--- config.mk ---
export PLATFORM = sky130hd
export DESIGN_NAME = scanline_sequencer
export DESIGN_NICKNAME = d
export VERILOG_FILES = /design/src/rtl/scanline_sequencer_pkg.sv /design/src/rtl/scanline_sequencer_timeout.sv /design/src/rtl/scanline_sequencer.sv
export SDC_FILE = /design/constraint.sdc
export NUM_CORES = 1
export LEC_CHECK = 0
export ABC_CLOCK_PERIOD_IN_PS = 3700
export BUFFER_PORTS_ARGS = -buffer_cell sky130_fd_sc_hd__buf_2
export CORE_ASPECT_RATIO = 1.4
export CORE_UTILIZATION = 40
export DETAILED_ROUTE_END_ITERATION = 8
export PLACE_DENSITY = 0.6
export SLEW_MARGIN = 30
export SYNTH_ARGS = -nofsm -noshare
export SYNTH_HDL_FRONTEND = slang
export SYNTH_HIERARCHICAL = 1
export SYNTH_SLANG_ARGS = --single-unit
--- constraint.sdc ---
create_clock -name clk -period 3.7 [get_ports clk]
set_input_delay 0.555 -clock clk [delete_from_list [all_inputs] [get_ports clk]]
set_output_delay 0.555 -clock clk [all_outputs]
set_load 0.05 [all_outputs]
--- src/rtl/scanline_sequencer_pkg.sv ---
// Shared types and sizing helpers for the scanline sequencer.
// States, counter widths and the default wait limit.
package scanline_sequencer_pkg;

  typedef enum logic [2:0] {
    S_IDLE,
    S_CONFIG,
    S_WAIT_CFG,
    S_WAIT_RDY,
    S_PRESENT,
    S_ACK,
    S_LINE_END,
    S_ABORT
  } seq_state_e;

  localparam int unsigned TIMEOUT_DEFAULT = 1024;

  function automatic int unsigned cnt_width(input int unsigned n);
    return (n < 2) ? 1 : $clog2(n);
  endfunction

endpackage

--- src/rtl/scanline_sequencer_timeout.sv ---
// Wait-state watchdog for the scanline sequencer.
// Counts enabled cycles; expired on the LIMIT-th enabled cycle.
module seq_timeout_counter
  import scanline_sequencer_pkg::*;
#(
  parameter int unsigned LIMIT = TIMEOUT_DEFAULT
) (
  input  logic clk,
  input  logic rst,
  input  logic i_clear,
  input  logic i_enable,
  output logic o_expired
);

  localparam int unsigned W = cnt_width(LIMIT);

  logic [W-1:0] r_cnt;
  logic         w_at_limit;

  assign w_at_limit = (r_cnt == W'(LIMIT - 1));
  assign o_expired  = i_enable && w_at_limit;

  always_ff @(posedge clk) begin
    if (rst || i_clear) begin
      r_cnt <= '0;
    end else if (i_enable && !w_at_limit) begin
      r_cnt <= r_cnt + W'(1);
    end
  end

endmodule

--- src/rtl/scanline_sequencer.sv ---
// Drives the delay array through whole scanlines and paces it
// against a valid/ready transmit consumer.
module scanline_sequencer
  import scanline_sequencer_pkg::*;
#(
  parameter int unsigned DW_INPUT       = 8,
  parameter int unsigned DW_ANGLE       = 8,
  parameter int unsigned NUM_POINTS     = 256,
  parameter int unsigned DW_LINES       = 8,
  parameter int unsigned TIMEOUT_CYCLES = TIMEOUT_DEFAULT,
  localparam int unsigned PW = cnt_width(NUM_POINTS)
) (
  input  logic                clk,
  input  logic                rst,
  input  logic                i_start,
  input  logic                i_abort,
  input  logic [DW_INPUT-1:0] i_r_0_cfg,
  input  logic [DW_ANGLE-1:0] i_angle_start,
  input  logic [DW_ANGLE-1:0] i_angle_step,
  input  logic [DW_LINES-1:0] i_num_lines,
  input  logic                i_arr_ready,
  input  logic                i_arr_done_cfg,
  input  logic                i_tx_ready,
  output logic [DW_INPUT-1:0] o_r_0,
  output logic [DW_ANGLE-1:0] o_angle,
  output logic                o_configure,
  output logic                o_ack,
  output logic                o_final_scanpoint,
  output logic                o_transmit_done,
  output logic                o_tx_valid,
  output logic [PW-1:0]       o_point_idx,
  output logic [DW_LINES-1:0] o_line_idx,
  output logic                o_busy,
  output logic                o_frame_done,
  output logic                o_timeout_err
);

  seq_state_e          r_state, w_next;
  logic [DW_INPUT-1:0] r_r0;
  logic [DW_ANGLE-1:0] r_angle, r_step;
  logic [DW_LINES-1:0] r_num_lines, r_line;
  logic [PW-1:0]       r_point;
  logic                r_timeout_err, r_frame_done;

  logic w_last_pt, w_last_line, w_waiting;
  logic w_tmo_clear, w_expired, w_timeout;

  assign w_last_pt   = (r_point == PW'(NUM_POINTS - 1));
  assign w_last_line = (r_line == (r_num_lines - DW_LINES'(1)));
  assign w_waiting   = (r_state == S_WAIT_CFG) || (r_state == S_WAIT_RDY);
  // Restart the watchdog every time a wait state is (re)entered.
  assign w_tmo_clear = !w_waiting || (w_next != r_state);

  seq_timeout_counter #(
    .LIMIT(TIMEOUT_CYCLES)
  ) u_tmo (
    .clk      (clk),
    .rst      (rst),
    .i_clear  (w_tmo_clear),
    .i_enable (w_waiting),
    .o_expired(w_expired)
  );

  always_comb begin
    w_next    = r_state;
    w_timeout = 1'b0;
    unique case (r_state)
      S_IDLE:
        if (i_start && (i_num_lines != '0)) w_next = S_CONFIG;
      S_CONFIG:
        w_next = S_WAIT_CFG;
      S_WAIT_CFG:
        if (i_arr_done_cfg) begin
          w_next = S_WAIT_RDY;
        end else if (w_expired) begin
          w_next    = S_ABORT;
          w_timeout = 1'b1;
        end
      S_WAIT_RDY:
        if (i_arr_ready) begin
          w_next = S_PRESENT;
        end else if (w_expired) begin
          w_next    = S_ABORT;
          w_timeout = 1'b1;
        end
      S_PRESENT:
        if (i_tx_ready) w_next = S_ACK;
      S_ACK:
        w_next = w_last_pt ? S_LINE_END : S_WAIT_RDY;
      S_LINE_END:
        w_next = w_last_line ? S_IDLE : S_CONFIG;
      S_ABORT:
        w_next = S_IDLE;
      default:
        w_next = S_IDLE;
    endcase
    if (i_abort && (r_state != S_IDLE) && (r_state != S_ABORT)) begin
      w_next    = S_ABORT;
      w_timeout = 1'b0;
    end
  end

  always_ff @(posedge clk) begin
    if (rst) begin
      r_state       <= S_IDLE;
      r_r0          <= '0;
      r_angle       <= '0;
      r_step        <= '0;
      r_num_lines   <= '0;
      r_line        <= '0;
      r_point       <= '0;
      r_timeout_err <= 1'b0;
      r_frame_done  <= 1'b0;
    end else begin
      r_state      <= w_next;
      r_frame_done <= 1'b0;
      if ((r_state == S_IDLE) && i_start) begin
        r_timeout_err <= 1'b0;
        if (i_num_lines == '0) begin
          r_frame_done <= 1'b1;
        end else begin
          r_r0        <= i_r_0_cfg;
          r_angle     <= i_angle_start;
          r_step      <= i_angle_step;
          r_num_lines <= i_num_lines;
          r_line      <= '0;
          r_point     <= '0;
        end
      end
      if (w_timeout) r_timeout_err <= 1'b1;
      if ((r_state == S_ACK) && (w_next == S_WAIT_RDY)) begin
        r_point <= r_point + PW'(1);
      end
      if ((r_state == S_LINE_END) && (w_next != S_ABORT)) begin
        r_point <= '0;
        if (w_last_line) begin
          r_frame_done <= 1'b1;
        end else begin
          r_line  <= r_line + DW_LINES'(1);
          r_angle <= r_angle + r_step;
        end
      end
    end
  end

  assign o_r_0             = r_r0;
  assign o_angle           = r_angle;
  assign o_configure       = (r_state == S_CONFIG);
  assign o_ack             = (r_state == S_ACK);
  assign o_final_scanpoint = ((r_state == S_ACK) && w_last_pt) ||
                             (r_state == S_ABORT);
  assign o_transmit_done   = (r_state == S_LINE_END);
  assign o_tx_valid        = (r_state == S_PRESENT);
  assign o_point_idx       = r_point;
  assign o_line_idx        = r_line;
  assign o_busy            = (r_state != S_IDLE);
  assign o_frame_done      = r_frame_done;
  assign o_timeout_err     = r_timeout_err;

endmodule

# == Word-level counts from Yosys, hierarchy flattened ==
# Index checks and enable logic that the tools add are counted.
# word_totals
reg_bits,63
word_cells,86
in_bits,39
mem_bits_rw,0
mem_bits_ro,0
n_memories,0
out_inout_bits,40
latch_bits,0
# op_classes
shift,0
n_reduce_logical,24
addsub,5
n_mul,0
muxes,31
n_eq_ne,15
magnitude_cmp,0
div_mod_pow,0
n_bitwise,1
# ops
op,count
$mux W8,11
$pmux W3 S8,1
$mux W3,7
$add A8 B1 Y8 const B,2
$eq A3 B3 Y1 const B,4
$mux W1,11
$add A10 B1 Y10 const B,1
$eq A10 B10 Y1 const B,1
$eq A3 B2 Y1 const B,3
$logic_and A1 B1 Y1,9
$add A8 B8 Y8,1
$eq A8 B8 Y1,1
$eq A8 B8 Y1 const B,1
$logic_not A8 Y1,1
$reduce_bool A8 Y1,1
$sub A8 B1 Y8 const B,1
$ne A3 B3 Y1 const B,2
$logic_or A1 B1 Y1,4
$reduce_and A2 Y1,2
$reduce_bool A2 Y1,2
$eq A3 B1 Y1 const B,1
$logic_not A3 Y1,1
$ne A3 B3 Y1,1
$reduce_bool A3 Y1,1
other kinds (5),6

# == Longest topological paths before layout ==
# logic_depth
depth_word,11
ltp_mapped,14
depth_no_buf,13

# == Hierarchy ==
# The synthesis kept the hierarchy.
# modules_own_cells
mod,area_per_inst_um2,n_inst,cells_each,seq_area_each_um2
scanline_sequencer,3044.2,1,393,1061.0
seq_timeout_counter,478.0,1,57,200.2

# == Worst setup path before layout ==
# OpenSTA, ideal clock, no wires.
# synth_timing
path_kind,reg2reg
start,register r_state[1]
end,register u_tmo.r_cnt[8]
setup_ns,0.128
required_time_ns,3.572
period_less_slack_ns,2.862
path_slack_ns,0.838
path_buffers,2
stages_incl_launch_ff,15
t_arrival_ns,2.734
cell_sequence,dfxtp_1 clkbuf_1 nor2b_1 and4_2 nand3_1 nor3_1 nor2_1 o21ai_0 o21ai_0 a21oi_1 a211oi_1 nand3_1 or2_2 clkbuf_1 nor3_1
# synth_between
elab_chain_len,10
elab_cells_between_ends,26
cone_classes,eq/ne (9); mux (7); reduce/logical (10)
# synth_lines
element,line_no,rtl
from (decl),scanline_sequencer.sv:38,"seq_state_e r_state, w_next;"
from (signal assigned),scanline_sequencer.sv:115,r_state <= w_next;
$eq A3 B2 Y1,scanline_sequencer.sv:50,assign w_waiting = (r_state == S_WAIT_CFG) || (r_state == S_WAIT_RDY);
$logic_or A1 B1 Y1 (*),scanline_sequencer.sv:50,
via w_waiting,scanline_sequencer.sv:45,"logic w_last_pt, w_last_line, w_waiting;"
$logic_and A1 B1 Y1 (*),scanline_sequencer_timeout.sv:21,assign o_expired = i_enable && w_at_limit;
via w_expired,scanline_sequencer.sv:46,"logic w_tmo_clear, w_expired, w_timeout;"
$mux W3 (*),"scanline_sequencer.sv:75, scanline_sequencer.sv:82",
"$mux W3, on equally long branches","scanline_sequencer.sv:80, scanline_sequencer.sv:73",
$pmux W3 S8 (*),scanline_sequencer.sv:67,unique case (r_state)
$mux W3 (*),scanline_sequencer.sv:97,if (i_abort && (r_state != S_IDLE) && (r_state != S_ABORT)) begin
$ne A3 B3 Y1 (*),scanline_sequencer.sv:52,assign w_tmo_clear = !w_waiting || (w_next != r_state);
$logic_or A1 B1 Y1 (*),scanline_sequencer.sv:52,
via w_tmo_clear,scanline_sequencer.sv:46,
$logic_or A1 B1 Y1 (*),scanline_sequencer_timeout.sv:24,if (rst || i_clear) begin
to (signal assigned),scanline_sequencer_timeout.sv:27,r_cnt <= r_cnt + W'(1);
to (decl),scanline_sequencer_timeout.sv:17,logic [W-1:0] r_cnt;
# The timed path passes the listed nets; every way through them passes the cells marked *.
# A chain may end at the register's enable or synchronous reset.

# == Worst setup path in the final report ==
# layout_timing
start,register r_state[2]
end,register u_tmo.r_cnt[9]
# Same word-level chain as after synthesis.

==> run summary <==
status - completed
Internal - 0.00163 W
Fin Hold WS - 0.455 ns
Post-synth EDFFs - 0
final core utilization - 49.9%
Comb pwr share - 37.9%
Placer Congestion - 0.833
Fin Clk Skew - 0.00303 ns
Worst Hold Class - reg -> reg
total number of vias - 3352
Tot GR Track Use - 20.1%
Synth async-reset ratio - 0%
cts repair resizes - 0
Leak Pwr - 1.70 nW
setup violators final - 0
clock power share - 29.3%
Die W - 81.3 um
Hold Path Cell Cnt - 2
first-pass GRT wire length - 14.3 mm
# IOs - 79
CP endpoint kind - register
NetSw - 0.00108 W
die height - 113 um
area share of the largest cell type after synthesis - 35.8%
unrepaired setup endpoints after global routing - false
placed wire-length estimate - 6.14 mm
drc violations - 0
Routed WL - 8.63 mm
Main synth FF type - dfxtp_1
First-pass DRT Iterations - 4
count leader, synth - nand2_1
Reg2Reg Depth - 13
Placeable Area - 8560 um2
FP Rows - 40
placed insts - 614
Layout area overhead - 21.1%
vias per std cell - 5.32
Yosys reg bits - 63
reg-to-reg critical path endpoint - u_tmo/r_cnt[9]
relative slew slack - 59.0%
Worst EP required - 3.93 ns
Post-Syn Area per Cell - 7.83 um2
Clock transition at path regs - 0.05 ns
final hold violations - 0
Worst Setup Start Kind - register
Worst Min Path Start - o_r_0[6]
Syn Nets - 501
Power Dens Cells - 634 nW/um2
initial antenna violation count - 0
Die Area - 9190 um2
Net Sw Frac - 39.9%
Least-Margin Pin Slew - 0.616 ns
Bufs on Longest Clock Path - 2
Synth area leaders - dfxtp_1 (36%), nand2_1 (9.1%), a21oi_1 (7.1%)
fmax - 349 MHz
CTS sink count - 63
number of global-route vias before repair - 3155
period utilization - 77.5%
CP arrival - 3.09 ns
post-synthesis sequential area ratio - 35.8%
Syn Inst Count - 450
worst flop-to-flop path startpoint - r_state[2]
VDD IR max - 0.000308 V
Netlist cell types - 58
Diodes inserted - 0
CP Max Fanout - 13
Worst-Skew Late Latency - 0.32 ns
sequential power share - 32.8%
hold buffer count at CTS - 0
TritonCTS clock tree - built
Final #Nets - 572
Cell Area, Synth - 3520 um2
CTS buffer count - 9
gr ovfl total - 0
Yosys top cell by area - dfxtp_1
Setup TNS Final - 0 ns
clk root buf - clkbuf_16
H-tree depth - 3
port buffer count - 78
drt wl/cell - 13.7 um
Final Non-Filler Cells - 630
proportion of layout cells with a drive suffix above 1 - 22.1%
FF-to-FF setup slack - 0.83 ns
Starting Density - 41.2%
Worst Hold End - o_r_0[6]
# Max-Cap Violations - 0
min cycle time layout - 2.87 ns
Post-synth top cells - nand2_1 (85), dfxtp_1 (63), a21oi_1 (50)
post-route ant nets - 0
Max Transition Viols Final - 0
# Post-CTS Setup Buffers - 0
warning count from the yosys run - 6
Setup CP Type - reg -> reg
initial DRC count - 133
largest net degree at the start of global routing - 41
[registers in the layout (all words and copies together) (netlist names)]
name and flops:
r_step 8, u_tmo/r_cnt 10, o_angle 8, o_point_idx 8
r_num_lines 8, o_timeout_err 1, r_state 3, o_r_0 8
o_line_idx 8, o_frame_done 1
[placed cells by master, fill, tap and decap left out, types with 3 or more instances in the layout]
cell,netlist,routed
a211oi_1,7,7
a211oi_2,3,3
a21o_1,8,8
a21oi_1,50,50
a31oi_1,11,11
and3_1,6,6
buf_2,4,78
buf_4,2,4
clkbuf_16,0,9
clkinv_2,0,4
dfxtp_1,63,63
ha_1,11,11
inv_1,11,11
nand2_1,85,85
nand2b_1,7,7
nand3_1,20,20
nand3b_1,17,17
nor2_1,38,38
nor2b_1,4,4
nor3_1,11,11
nor3b_1,3,3
nor4_1,3,3
o21ai_0,14,14
xnor2_1,11,11
xor2_1,4,4
[routing by layer]
layer | track usage [%] | up-vias | wire, um
met5 | 0 | - | 0
met4 | 6.90 | 0 | 80
met3 | 4.84 | 4 | 333
met2 | 34.7 | 60 | 4310
met1 | 23.7 | 1563 | 3910
li1 | - | 1725 | -
[power by group through the flow]
stage / Combinational, W / Clock (W) / Sequential (W)
global route: 0.00112 / 0.000848 / 0.000903
global placement: 0.00101 / 0 / 0.000896
floorplan: 0.000716 / 0 / 0.000984
finish: 0.00102 / 0.000793 / 0.000888
detailed placement: 0.00102 / 0 / 0.000902
CTS: 0.00103 / 0.000812 / 0.000888
[layout make-up]
cell class / instances / area (um2)
fill: 866 / 4290
multi-input combinational: 353 / 2110
sequential: 63 / 1260
timing repair buffer: 83 / 448
clock buffer: 10 / 229
tap: 105 / 131
clock inverter: 5 / 50.0
inverter: 11 / 41.3
[through the flow]
step	setup WS [ns]	total power, W	cell area, um2
4_1_cts	0.886	0.00273	4240
5_1_grt	0.569	0.00287	4270
2_1_floorplan	0.838	0.00170	3520
3_5_place_dp	0.919	0.00192	3960
3_3_place_gp	0.994	0.00191	3960
6_report	0.833	0.00271	4270
[worst max-delay path by stage]
stage	slack, ns	cells past startpoint	startpoint	endpoint
after floorplan	0.84	14	r_state[1]	u_tmo/r_cnt[8]
final	0.83	13	r_state[2]	u_tmo/r_cnt[9]
after global placement	0.99	13	r_state[2]	u_tmo/r_cnt[9]
after global routing	0.57	13	r_state[2]	u_tmo/r_cnt[9]
after detailed placement	0.92	13	r_state[1]	u_tmo/r_cnt[8]
after CTS	0.89	13	r_state[2]	u_tmo/r_cnt[9]
[worst max-delay path, stage by stage (launching register included)]
cell and delay (ns):
dfxtp_1 0.56, nor2b_1 0.09, buf_4 0.18, and4_2 0.25, nand3_1 0.13, nor3_1 0.10, nor2_1 0.11, o21ai_0 0.07
o21ai_0 0.10, a21oi_1 0.09, a211oi_1 0.30, nand3_1 0.14, or2_2 0.40, a311oi_1 0.24
[kinds of logic (layout without fill, tap and decap cells)]
family | after synthesis | count (layout) | synth area share [%]
flip-flops | 63 | 63 | 35.8
buffers and inverters | 34 | 109 | 4.40
AND/OR/NAND/NOR | 211 | 211 | 30.0
multiplexers | 2 | 2 | 0.568
XOR/XNOR | 16 | 16 | 4.19
AO/OA/AOI/OAI | 112 | 112 | 20.5
adder cells (fa/ha/maj) | 12 | 12 | 4.48
Note: power is estimated with default switching activity, not from simulation.
